File: src/rtl/digit_serial_subtractor.sv
// Two's-complement subtractor A - B, two bits per clock using carry-select digit slices.
// Latency WIDTH/2 cycles from accepted start to done; start is ignored while busy.
module digit_serial_subtractor #(
  parameter int WIDTH = 8
) (
  input  logic             clk,
  input  logic             rst_n,
  input  logic             start,
  input  logic [WIDTH-1:0] a,
  input  logic [WIDTH-1:0] b,
  output logic             busy,
  output logic             done,
  output logic [WIDTH-1:0] diff,
  output logic             borrow,
  output logic             ovf
);

  localparam int N  = WIDTH / 2;
  localparam int CW = (N > 1) ? $clog2(N) : 1;

  typedef enum logic [1:0] {IDLE, RUN, DONE} state_t;

  state_t           r_state;
  state_t           w_next;
  logic [WIDTH-1:0] r_a;
  logic [WIDTH-1:0] r_b;
  logic [WIDTH-1:0] r_res;
  logic             r_carry;
  logic [CW-1:0]    r_cnt;
  logic             r_a_msb;
  logic             r_b_msb;
  logic [WIDTH-1:0] r_diff;
  logic             r_borrow;
  logic             r_ovf;

  logic             w_accept;
  logic             w_last;
  logic [2:0]       w_sum_c0;
  logic [2:0]       w_sum_c1;
  logic [2:0]       w_slice;
  logic [WIDTH+1:0] w_cat;
  logic [WIDTH-1:0] w_res_next;

  assign w_accept = start && (r_state != RUN);
  assign w_last   = (r_cnt == CW'(N - 1));

  // Both carry-in cases are evaluated up front; the registered carry only drives the mux.
  assign w_sum_c0   = {1'b0, r_a[1:0]} + {1'b0, r_b[1:0]};
  assign w_sum_c1   = {1'b0, r_a[1:0]} + {1'b0, r_b[1:0]} + 3'd1;
  assign w_slice    = r_carry ? w_sum_c1 : w_sum_c0;
  assign w_cat      = {w_slice[1:0], r_res};
  assign w_res_next = w_cat[WIDTH+1:2];

  always_ff @(posedge clk) begin
    if (!rst_n) r_state <= IDLE;
    else        r_state <= w_next;
  end

  always_comb begin
    w_next = r_state;
    case (r_state)
      IDLE:    if (start) w_next = RUN;
      RUN:     if (w_last) w_next = DONE;
      DONE:    w_next = start ? RUN : IDLE;
      default: w_next = IDLE;
    endcase
  end

  always_ff @(posedge clk) begin
    if (!rst_n) begin
      r_a      <= '0;
      r_b      <= '0;
      r_res    <= '0;
      r_carry  <= 1'b0;
      r_cnt    <= '0;
      r_a_msb  <= 1'b0;
      r_b_msb  <= 1'b0;
      r_diff   <= '0;
      r_borrow <= 1'b0;
      r_ovf    <= 1'b0;
    end else begin
      if (w_accept) begin
        r_a     <= a;
        r_b     <= ~b;
        r_carry <= 1'b1;
        r_cnt   <= '0;
        r_a_msb <= a[WIDTH-1];
        r_b_msb <= b[WIDTH-1];
      end else if (r_state == RUN) begin
        r_a     <= r_a >> 2;
        r_b     <= r_b >> 2;
        r_res   <= w_res_next;
        r_carry <= w_slice[2];
        r_cnt   <= r_cnt + 1'b1;
      end
      // Visible results change only on the final digit, so they hold across the next run.
      if ((r_state == RUN) && w_last) begin
        r_diff   <= w_res_next;
        r_borrow <= ~w_slice[2];
        r_ovf    <= (r_a_msb != r_b_msb) && (w_res_next[WIDTH-1] != r_a_msb);
      end
    end
  end

  assign busy   = (r_state == RUN);
  assign done   = (r_state == DONE);
  assign diff   = r_diff;
  assign borrow = r_borrow;
  assign ovf    = r_ovf;

endmodule

File: config.mk
export PLATFORM = sky130hd
export DESIGN_NAME = digit_serial_subtractor
export DESIGN_NICKNAME = d
export VERILOG_FILES = /design/src/rtl/digit_serial_subtractor.sv
export SDC_FILE = /design/constraint.sdc
export NUM_CORES = 1
export LEC_CHECK = 0
export ABC_AREA = 1
export BUFFER_PORTS_ARGS = -buffer_cell sky130_fd_sc_hd__buf_2
export CAP_MARGIN = 40
export CORE_MARGIN = 10
export CORE_UTILIZATION = 35
export DETAILED_ROUTE_END_ITERATION = 16
export GPL_TIMING_DRIVEN = 0
export PLACE_DENSITY = 0.63
export SLEW_MARGIN = 5
export SYNTH_ARGS = -nofsm -noshare
export SYNTH_HDL_FRONTEND = slang
export SYNTH_SLANG_ARGS = --single-unit
File: constraint.sdc
create_clock -name clk -period 2.1 [get_ports clk]
set_clock_uncertainty 0.15 [all_clocks]
set_input_delay 0.21 -clock clk [delete_from_list [all_inputs] [get_ports clk]]
set_output_delay 0.21 -clock clk [all_outputs]
set_load 0.02 [all_outputs]
-- Word-level counts from Yosys, hierarchy flattened
Cells that the tools add are included.
- word-level logic and storage cells: 45
- register bits: 41
- output and inout port bits: 12
- bitwise operators: 4
- add/subtract/negate cells: 3
- equality and inequality tests: 8
- muxes and demuxes: 11
- reduce and logical (&&, ||, !) cells: 8
- operator list (cell ; count):
    two-way mux 8 bit ; 4
    NOT 8 bit ; 1
    one-hot mux 2 bit (3 select lines) ; 1
    == test 2 bit (second input constant) ; 2
    two-way mux 2 bit ; 2
    inequality test 2 x 1 -> 1 bit (second input constant) ; 2
    AND reduction 2 bit ; 2
    adder 2 x 2 -> 3 bit ; 1
    adder 3 x 1 -> 3 bit (second input constant) ; 1
    logical AND 1 bit ; 3
    two-way mux 1 bit ; 3
    two-way mux 3 bit ; 1
    NOT 1 bit ; 3
    adder 2 x 1 -> 2 bit (second input constant) ; 1
    == test 2 x 1 -> 1 bit (second input constant) ; 1
    zero test 2 bit ; 1
    inequality test 1 bit ; 2
    inequality test 2 bit (second input constant) ; 1
    nonzero test 2 bit ; 1
    OR reduction 2 bit ; 1

-- Depth between registers and ports, before layout
Gate-level depths: netlist (run 1).
- depth in word-level cells: 5
- mapped depth: 9

-- Worst setup path before layout (run 1)
Ideal clock, no wire load.
- path kind: register -> register
- from: register r_a[0]
- to: register r_diff[7] (netlist: diff[7])
- stages on the path, launching flop included: 10
- buffers on the path: 0
- arrival time: 1.548 ns
- setup time: 0.109 ns
- path slack: 0.293 ns
- clock period less this slack: 1.807 ns
- path through: dfxtp_1 -> ha_1 -> fa_1 -> ha_1 -> nand2_1 -> nand2_1 -> inv_1 -> nand2_1 -> nand2_1 -> inv_1
- cells in the longest elaborated chain, start to end: 3
- RTL lines (item ; line ; text):
    start: declaration ; 25 ; logic [WIDTH-1:0] r_a;
    start signal: assignment ; 90 ; r_a <= r_a >> 2;
    adder 2 x 2 -> 3 bit (*) ; 48, 49 ;
    adder 3 x 1 -> 3 bit ; 49 ; assign w_sum_c1 = {1'b0, r_a[1:0]} + {1'b0, r_b[1:0]} + 3'd1;
    two-way mux 3 bit (*) ; 50 ; assign w_slice = r_carry ? w_sum_c1 : w_sum_c0;
    end signal: assignment ; 98 ; r_diff <= w_res_next;
    end: declaration ; 32 ; logic [WIDTH-1:0] r_diff;
Every way passes the cells marked *; elsewhere a longest branch is shown, timed or not.
A chain may end at the register's enable or synchronous reset.

-- Worst setup path after layout (run 1)
Ends and elaborated chain as after synthesis.

==> summary.md, run 1 <==
| Metric | Value |
|---|---|
| Setup slack of the most critical reg-to-reg path | 0.15 ns |
| Power consumption | 1.549 mW |
| Routability congestion estimate from global placement | 0.8032 |
| Clock net sink count | 39 |
| Clock tree from TritonCTS | built |
| H-Tree Depth | 2 |
| Final period utilization | 92.73% |
| Count of placed standard cells in the final layout, fillers left out | 343 |
| Max-slew headroom | 69.58% |
| Number of hold buffers added after CTS | 0 |
| Setup TNS | 0 ns |
| Largest net degree at the start of global routing | 12 |
| Min Tclk post-route | 1.947 ns |
| Clk slew on worst S/H paths | 0.07 ns |
| Power per cell area | 749.2 nW/um2 |
| Flip-flop and latch count after synthesis | 39 |
| Vertical extent of the die | 90.49 um |
| Path class of the lowest-slack min-delay path | in2reg |
| Type of the worst setup path | reg2reg |
| Number of cells after detailed placement | 335 |
| Portion of synthesized cell area occupied by the leading cell type | 44.89% |
| Cell type with the largest total area after synthesis | sky130_fd_sc_hd__dfxtp_1 |
| Max Clock Freq | 513.5 MHz |
| Detailed-route vias per instance | 4.466 |
| Maximum net fanout on the critical path | 2 |
| Top post-synthesis cells by area | sky130_fd_sc_hd__dfxtp_1, sky130_fd_sc_hd__nand2_1, sky130_fd_sc_hd__nand3_1 |
| Detailed router's first-iteration violation count | 104 |
| Final slew viol count | 0 |
| Insertion delay of the later-clocked pin in the worst-skew pair | 0.29 ns |
| Leakage | 1.079 nW |
| Syn Inst Count | 239 |
| I/O Buffers | 29 |
| Drt drc | 0 |
| All-Layer GR Usage | 9.717% |
| First-pass GRT wire length | 6624 um |
| Fraction of final layout cells with drive strength greater than 1 | 18.84% |
| Synthesis warning total | 0 |
| Via count of the first global-routing pass | 1446 |
| Total iterations of the first detailed-routing run | 4 |
| Maximum vdd ir drop | 0.0003181 V |
| Measured slew at the worst slew-check pin | 0.4562 ns |
| Kind of end point of the critical path | register |
| Number of max-cap violations | 0 |
| Critical path data arrival time | 1.99 ns |
| Setup fix buffers added after clock tree synthesis | 0 |
| Final worst slack | 0.1526 ns |
| Synthesized area | 1739 um2 |
| Number of nets in the layout | 298 |
| Antenna diode count | 0 |
| Area added between synthesis and finish | 18.92% |
| Longest individual stage delay on the worst path | 0.49 ns |
| Clock buffer count from CTS | 5 |
| Critical Path RT | 2.14 ns |
| Final setup viols | 0 |
| Number of library cell types mapped by synthesis | 22 |
| Leftover overflow at the end of global routing | 0 |
| Die outline area | 8188 um2 |
| Multiplexer area fraction after synthesis | 0% |
| Starting Density | 36.58% |
| Buf/Inv on CP | 2 |
| CTS-repair resized insts | 0 |
| Post-Layout Inst Area | 2068 um2 |
| Post-route antenna net violation count | 0 |
| Area share of fa/ha/maj cells after synthesis | 3.309% |
| Result of the run | complete, no violations |
| Dominant combinational cell family by area after synthesis | simple AND/OR/NAND/NOR gates |
| Worst hold margin | 0.02068 ns |
| Post-placement worst setup slack | 0.1699 ns |
| Number of rows created at floorplan | 25 |
| Delay-heaviest family, CP | adder cells |
| Terminating pin of the worst hold path | r_b[6] |
| Clock root buffer | sky130_fd_sc_hd__clkbuf_8 |
| Number of antenna violations at the first check in global routing | 0 |
| Area after detailed placement | 1968 um2 |
| Startpoint of the most critical register-to-register path | r_a[0] |
| Synthesized-area fraction occupied by xor and xnor cells | 1.007% |
| Syn nets | 262 |
| Chip width | 90.49 um |
| Unrepaired setup endpoints after global routing | no |
| Worst r2r dst | diff[7] |
| Critical hold path startpoint | b[6] |
| Final count of hold timing violations | 0 |
| Post-synthesis share of cell area spent on and, or, nand and nor gates | 35.04% |
| Clock buffer depth | 2 |
| Final routed wire length divided by cell count | 11.58 um |
| Post-detailed-placement half-perimeter wirelength | 2965 um |
| Total Routed Length | 3973 um |
| Count of cells along the worst register-to-register path | 9 |
| Compound-gate portion of the synthesized area | 5.683% |
| Sequential element share of the synthesized area | 44.89% |
| Worst hold path cell count | 4 |
| Crit start category | register |
| Cell seen most often among critical-path stages | sky130_fd_sc_hd__nand2_1 |
| Core footprint | 4755 um2 |
| Ordered cell list for the critical path | ha_1, fa_1, ha_1, nand2_1, nand2_1, inv_1, nand2_1, nand2_1, inv_1 |
| Vias after detailed routing | 1532 |
| Fraction of the core area covered by cells at the end of the flow | 43.50% |
| Max stage delay cell, worst path | sky130_fd_sc_hd__fa_1 |
| I/O pin count | 31 |
| Avg Cell Area, Syn | 7.277 um2 |
==> logic make-up (layout without fill, tap and decap cells) <==
kind of cell / count (synthesis) / in the layout
buffers and inverters: 39 / 76
DFF: 39 / 39
adders and majority gates: 4 / 4
AOI/OAI and AO/OA: 19 / 19
xor gates and xnor gates: 2 / 2
and+or+nand+nor: 136 / 136
==> cell usage in the layout, fill, tap and decap left out <==
| cell | n |
|---|---|
| sky130_fd_sc_hd__a21oi_2 | 1 |
| sky130_fd_sc_hd__buf_2 | 32 |
| sky130_fd_sc_hd__ha_1 | 3 |
| sky130_fd_sc_hd__buf_4 | 4 |
| sky130_fd_sc_hd__a21oi_1 | 8 |
| sky130_fd_sc_hd__nand2_2 | 1 |
| sky130_fd_sc_hd__o21ai_1 | 1 |
| sky130_fd_sc_hd__xor2_1 | 2 |
| sky130_fd_sc_hd__nor2_4 | 2 |
| sky130_fd_sc_hd__nand2_1 | 63 |
| sky130_fd_sc_hd__nor2_1 | 24 |
| sky130_fd_sc_hd__nand3_1 | 38 |
| sky130_fd_sc_hd__inv_1 | 27 |
| sky130_fd_sc_hd__fa_1 | 1 |
| sky130_fd_sc_hd__clkbuf_1 | 2 |
| sky130_fd_sc_hd__nand3b_1 | 7 |
| sky130_fd_sc_hd__clkbuf_8 | 7 |
| sky130_fd_sc_hd__dfxtp_1 | 39 |
| sky130_fd_sc_hd__o21ai_0 | 9 |
| sky130_fd_sc_hd__inv_2 | 1 |
| sky130_fd_sc_hd__clkbuf_2 | 2 |
| sky130_fd_sc_hd__nand2_4 | 1 |
| sky130_fd_sc_hd__buf_6 | 1 |
==> layer usage <==
layer | global-route usage [%] | routed length [um]
met5 | 0 | 0
met4 | 4.377 | 76
met3 | 2.826 | 243
met2 | 15.56 | 1828
met1 | 11.69 | 1824
==> flip-flops by register name, summed over array words and instances, names as in the netlist <==
register / cells
borrow: 1
diff: 8
r_carry: 1
r_state: 2
r_a: 8
r_b: 8
ovf: 1
r_res: 6
r_cnt: 2
r_a_msb: 1
r_b_msb: 1
==> cells in the mapped netlist, drive strengths merged <==
library cell / n
o21ai: 10
nor2: 26
ha: 3
nand3: 38
nand2: 65
clkbuf: 3
dfxtp: 39
xor2: 2
fa: 1
inv: 28
a21oi: 9
buf: 8
nand3b: 7
==> cell type report <==
| cell class | instances | area (um2) |
|---|---|---|
| Fill cell | 522 | 2686 |
| Multi-Input combinational cell | 161 | 783.3 |
| Sequential cell | 39 | 780.7 |
| Timing Repair Buffer | 29 | 145.1 |
| Inverter | 28 | 105.1 |
| Clock buffer | 8 | 100.1 |
| Tap cell | 67 | 83.83 |
| Buffer | 11 | 70.07 |
==> how the worst max path moves through the flow <==
stage	startpoint	endpoint	slack, ns	cells after the start
global route	r_a[0]	ovf	0.06	9
finish	r_a[0]	diff[7]	0.15	9
global placement	r_a[0]	diff[7]	0.17	9
CTS	r_a[0]	diff[7]	0.14	9
detailed placement	r_a[0]	diff[7]	0.17	9
floorplan	r_a[0]	diff[7]	0.29	9
==> power by group <==
group	total, mW	switching (mW)	internal, mW
logic	0.197	0.119	0.0786
clock network	0.549	0.250	0.300
registers	0.803	0.0257	0.777
==> tightest hold or removal path, stage by stage <==
cell	delay [ns]
sky130_fd_sc_hd__buf_2	0.07
sky130_fd_sc_hd__inv_1	0.03
sky130_fd_sc_hd__nand2_1	0.05
sky130_fd_sc_hd__a21oi_1	0.05
Power figures use the tool's default switching activity.
==> inputs of run 2 (changes only) <==
--- a/config.mk
+++ b/config.mk
@@ -9,10 +9,10 @@
 export BUFFER_PORTS_ARGS = -buffer_cell sky130_fd_sc_hd__buf_2
 export CAP_MARGIN = 40
 export CORE_MARGIN = 10
-export CORE_UTILIZATION = 35
+export CORE_UTILIZATION = 29
 export DETAILED_ROUTE_END_ITERATION = 16
 export GPL_TIMING_DRIVEN = 0
-export PLACE_DENSITY = 0.63
+export PLACE_DENSITY = 0.56
 export SLEW_MARGIN = 5
 export SYNTH_ARGS = -nofsm -noshare
 export SYNTH_HDL_FRONTEND = slang
==> run 2 against run 1 <==
  * Sequential power is essentially flat
  * Worst hold slack gained 0.0024 ns
  * Non-clock buffer count is the same
  * Critical endpoint unchanged
==> summary.md, run 2 (synthesized netlist as in run 1, its figures left out) <==
| Metric | Value |
|---|---|
| I/O Buffers | 29 (unchanged) |
| Post-route antenna net violation count | 0 (unchanged) |
| Max Clock Freq | 513.9 MHz (about the same) |
| Maximum vdd ir drop | 0.0003825 V (+20%) |
| Most frequent cells in the layout | sky130_fd_sc_hd__nand2_1, sky130_fd_sc_hd__dfxtp_1, sky130_fd_sc_hd__nand3_1 |
| Routability congestion estimate from global placement | 0.7886 (-1.8%) |
| Setup fix buffers added after clock tree synthesis | 0 (unchanged) |
| Post-placement worst setup slack | 0.1695 ns (-0.0004930 ns) |
| Starting Density | 29.55% (-7.0 points) |
| Final worst slack | 0.1543 ns (+0.001667 ns) |
| Clock tree from TritonCTS | built |
| Clock power frac | 33.5% (-2.0 points) |
| Measured slew at the worst slew-check pin | 0.4633 ns (+0.007037 ns) |
| Chip width | 97.44 um (+7.7%) |
| Unrepaired setup endpoints after global routing | no |
| Area after detailed placement | 1978 um2 (+0.51%) |
| Detailed router's first-iteration violation count | 44 (-58%) |
| Area added between synthesis and finish | 18.78% |
| Leakage | 1.074 nW (-0.41%) |
| Count of placed standard cells in the final layout, fillers left out | 350 (+2.0%) |
| Most common cell after layout, fill and taps aside | sky130_fd_sc_hd__nand2_1 |
| Number of antenna violations at the first check in global routing | 0 (unchanged) |
| Crit start category | register |
| Total iterations of the first detailed-routing run | 6 (+2) |
| Fraction of final layout cells with drive strength greater than 1 | 18.91% (+0.069 points) |
| Critical Path RT | 2.14 ns (about the same) |
| Kind of end point of the critical path | register |
| Post-detailed-placement half-perimeter wirelength | 3160 um (+6.6%) |
| Clk slew on worst S/H paths | 0.07 ns (about the same) |
| Path class of the lowest-slack min-delay path | in2reg |
| Clock buffer depth | 2 (unchanged) |
| Final routed wire length divided by cell count | 12.16 um (+5.0%) |
| Largest net degree at the start of global routing | 12 (unchanged) |
| Clock buffer count from CTS | 5 (unchanged) |
| Maximum net fanout on the critical path | 2 (unchanged) |
| Max-slew headroom | 69.12% (-0.47 points) |
| Number of rows created at floorplan | 28 (+12%) |
| Detailed-route vias per instance | 4.423 (-0.98%) |
| Post-Layout Inst Area | 2066 um2 (-0.12%) |
| Total Routed Length | 4256 um (+7.1%) |
| Internal power consumption | 1.113 mW (-3.6%) |
| Number of max-cap violations | 0 (unchanged) |
| First-pass GRT wire length | 7376 um (+11%) |
| Met3 wire length | 350 um (+44%) |
| H-Tree Depth | 2 (unchanged) |
| Vias after detailed routing | 1548 (+1.0%) |
| Insertion delay of the later-clocked pin in the worst-skew pair | 0.28 ns (about the same) |
| Leftover overflow at the end of global routing | 0 (unchanged) |
| Type of the worst setup path | reg2reg |
| Number of nets in the layout | 298 (unchanged) |
| Min Tclk post-route | 1.946 ns (-0.001667 ns) |
| Wire length on met2 | 1769 um (-3.2%) |
| Drt drc | 0 (unchanged) |
| Die outline area | 9495 um2 (+16%) |
| All-Layer GR Usage | 9.157% (-0.56 points) |
| Setup TNS | 0 ns (unchanged) |
| Power consumption | 1.509 mW (-2.6%) |
| Vertical extent of the die | 97.44 um (+7.7%) |
| Final count of hold timing violations | 0 (unchanged) |
| Via count of the first global-routing pass | 1506 (+4.1%) |
| Portion of total power attributed to combinational logic | 13.2% (+0.5 points) |
| Top Metal Used | met4 |
| Power per cell area | 730.7 nW/um2 (-2.5%) |
| Critical path data arrival time | 1.99 ns (about the same) |
| Clock root buffer | sky130_fd_sc_hd__clkbuf_8 |
| Proportion of total power due to net switching | 26.23% (+0.80 points) |
| I/O pin count | 31 (unchanged) |
| Antenna diode count | 0 (unchanged) |
| CTS-repair resized insts | 0 (unchanged) |
| Core footprint | 5886 um2 (+24%) |
| Sequential fraction of design power | 53.3% (+1.5 points) |
| Final setup viols | 0 (unchanged) |
| Final slew viol count | 0 (unchanged) |
| Clock net sink count | 39 (unchanged) |
| DRT met1 WL | 2097 um (+15%) |
| Number of hold buffers added after CTS | 0 (unchanged) |
| Result of the run | complete, no violations |
| Number of cells after detailed placement | 343 (+2.4%) |
| Psw | 396.0 uW (+0.50%) |
| Final period utilization | 92.65% (about the same) |
## run 2: routing by layer
layer	up-vias	GRT usage, %
met3	4	3.627
met2	44	13.44
met5	-	0
li1	821	-
met1	679	12.10
met4	0	2.349
## run 2: worst paths after layout
| kind | startpoint | endpoint | slack, ns | cells after the start |
|---|---|---|---|---|
| max | r_a[0] | diff[7] | 0.15 | 9 |
| min reg2reg | r_a[6] | r_a[6] | 0.32 | 2 |
| min | b[6] | r_b[6] | 0.02 | 4 |
| max reg2reg | r_a[0] | diff[7] | 0.15 | 9 |
## run 2: area by class of cell
cell class	instances	area, um2
Buffer	11	70.07
Clock buffer	6	82.58
Clock inverter	1	5.005
Fill cell	666	3820
Inverter	28	105.1
Multi-Input combinational cell	161	783.3
Sequential cell	39	780.7
Tap cell	75	93.84
Timing Repair Buffer	29	145.1
## run 2: power groups by stage
stage / Clock [mW] / Sequential, mW / Combinational [mW]
2_1_floorplan: 0 / 0.813 / 0.145
3_3_place_gp: 0 / 0.820 / 0.198
4_1_cts: 0.524 / 0.804 / 0.202
5_1_grt: 0.566 / 0.808 / 0.230
6_report: 0.506 / 0.804 / 0.199
3_5_place_dp: 0 / 0.821 / 0.200
## run 2: worst max-delay path, cell delays in order, from the launching register on
cell and delay (ns):
sky130_fd_sc_hd__dfxtp_1 0.32, sky130_fd_sc_hd__ha_1 0.21, sky130_fd_sc_hd__fa_1 0.48, sky130_fd_sc_hd__ha_1 0.31, sky130_fd_sc_hd__nand2_1 0.09, sky130_fd_sc_hd__nand2_1 0.07, sky130_fd_sc_hd__inv_1 0.08, sky130_fd_sc_hd__nand2_1 0.05
sky130_fd_sc_hd__nand2_1 0.06, sky130_fd_sc_hd__inv_1 0.03
## run 2: stage by stage
step | utilization [%] | hold WS, ns
detailed placement | 33.61 | 0.3097
global route | 35.10 | 0.03709
finish | 35.10 | 0.02308
CTS | 35.10 | 0.02015
global placement | 33.61 | 0.3066
floorplan | - | 0.2032
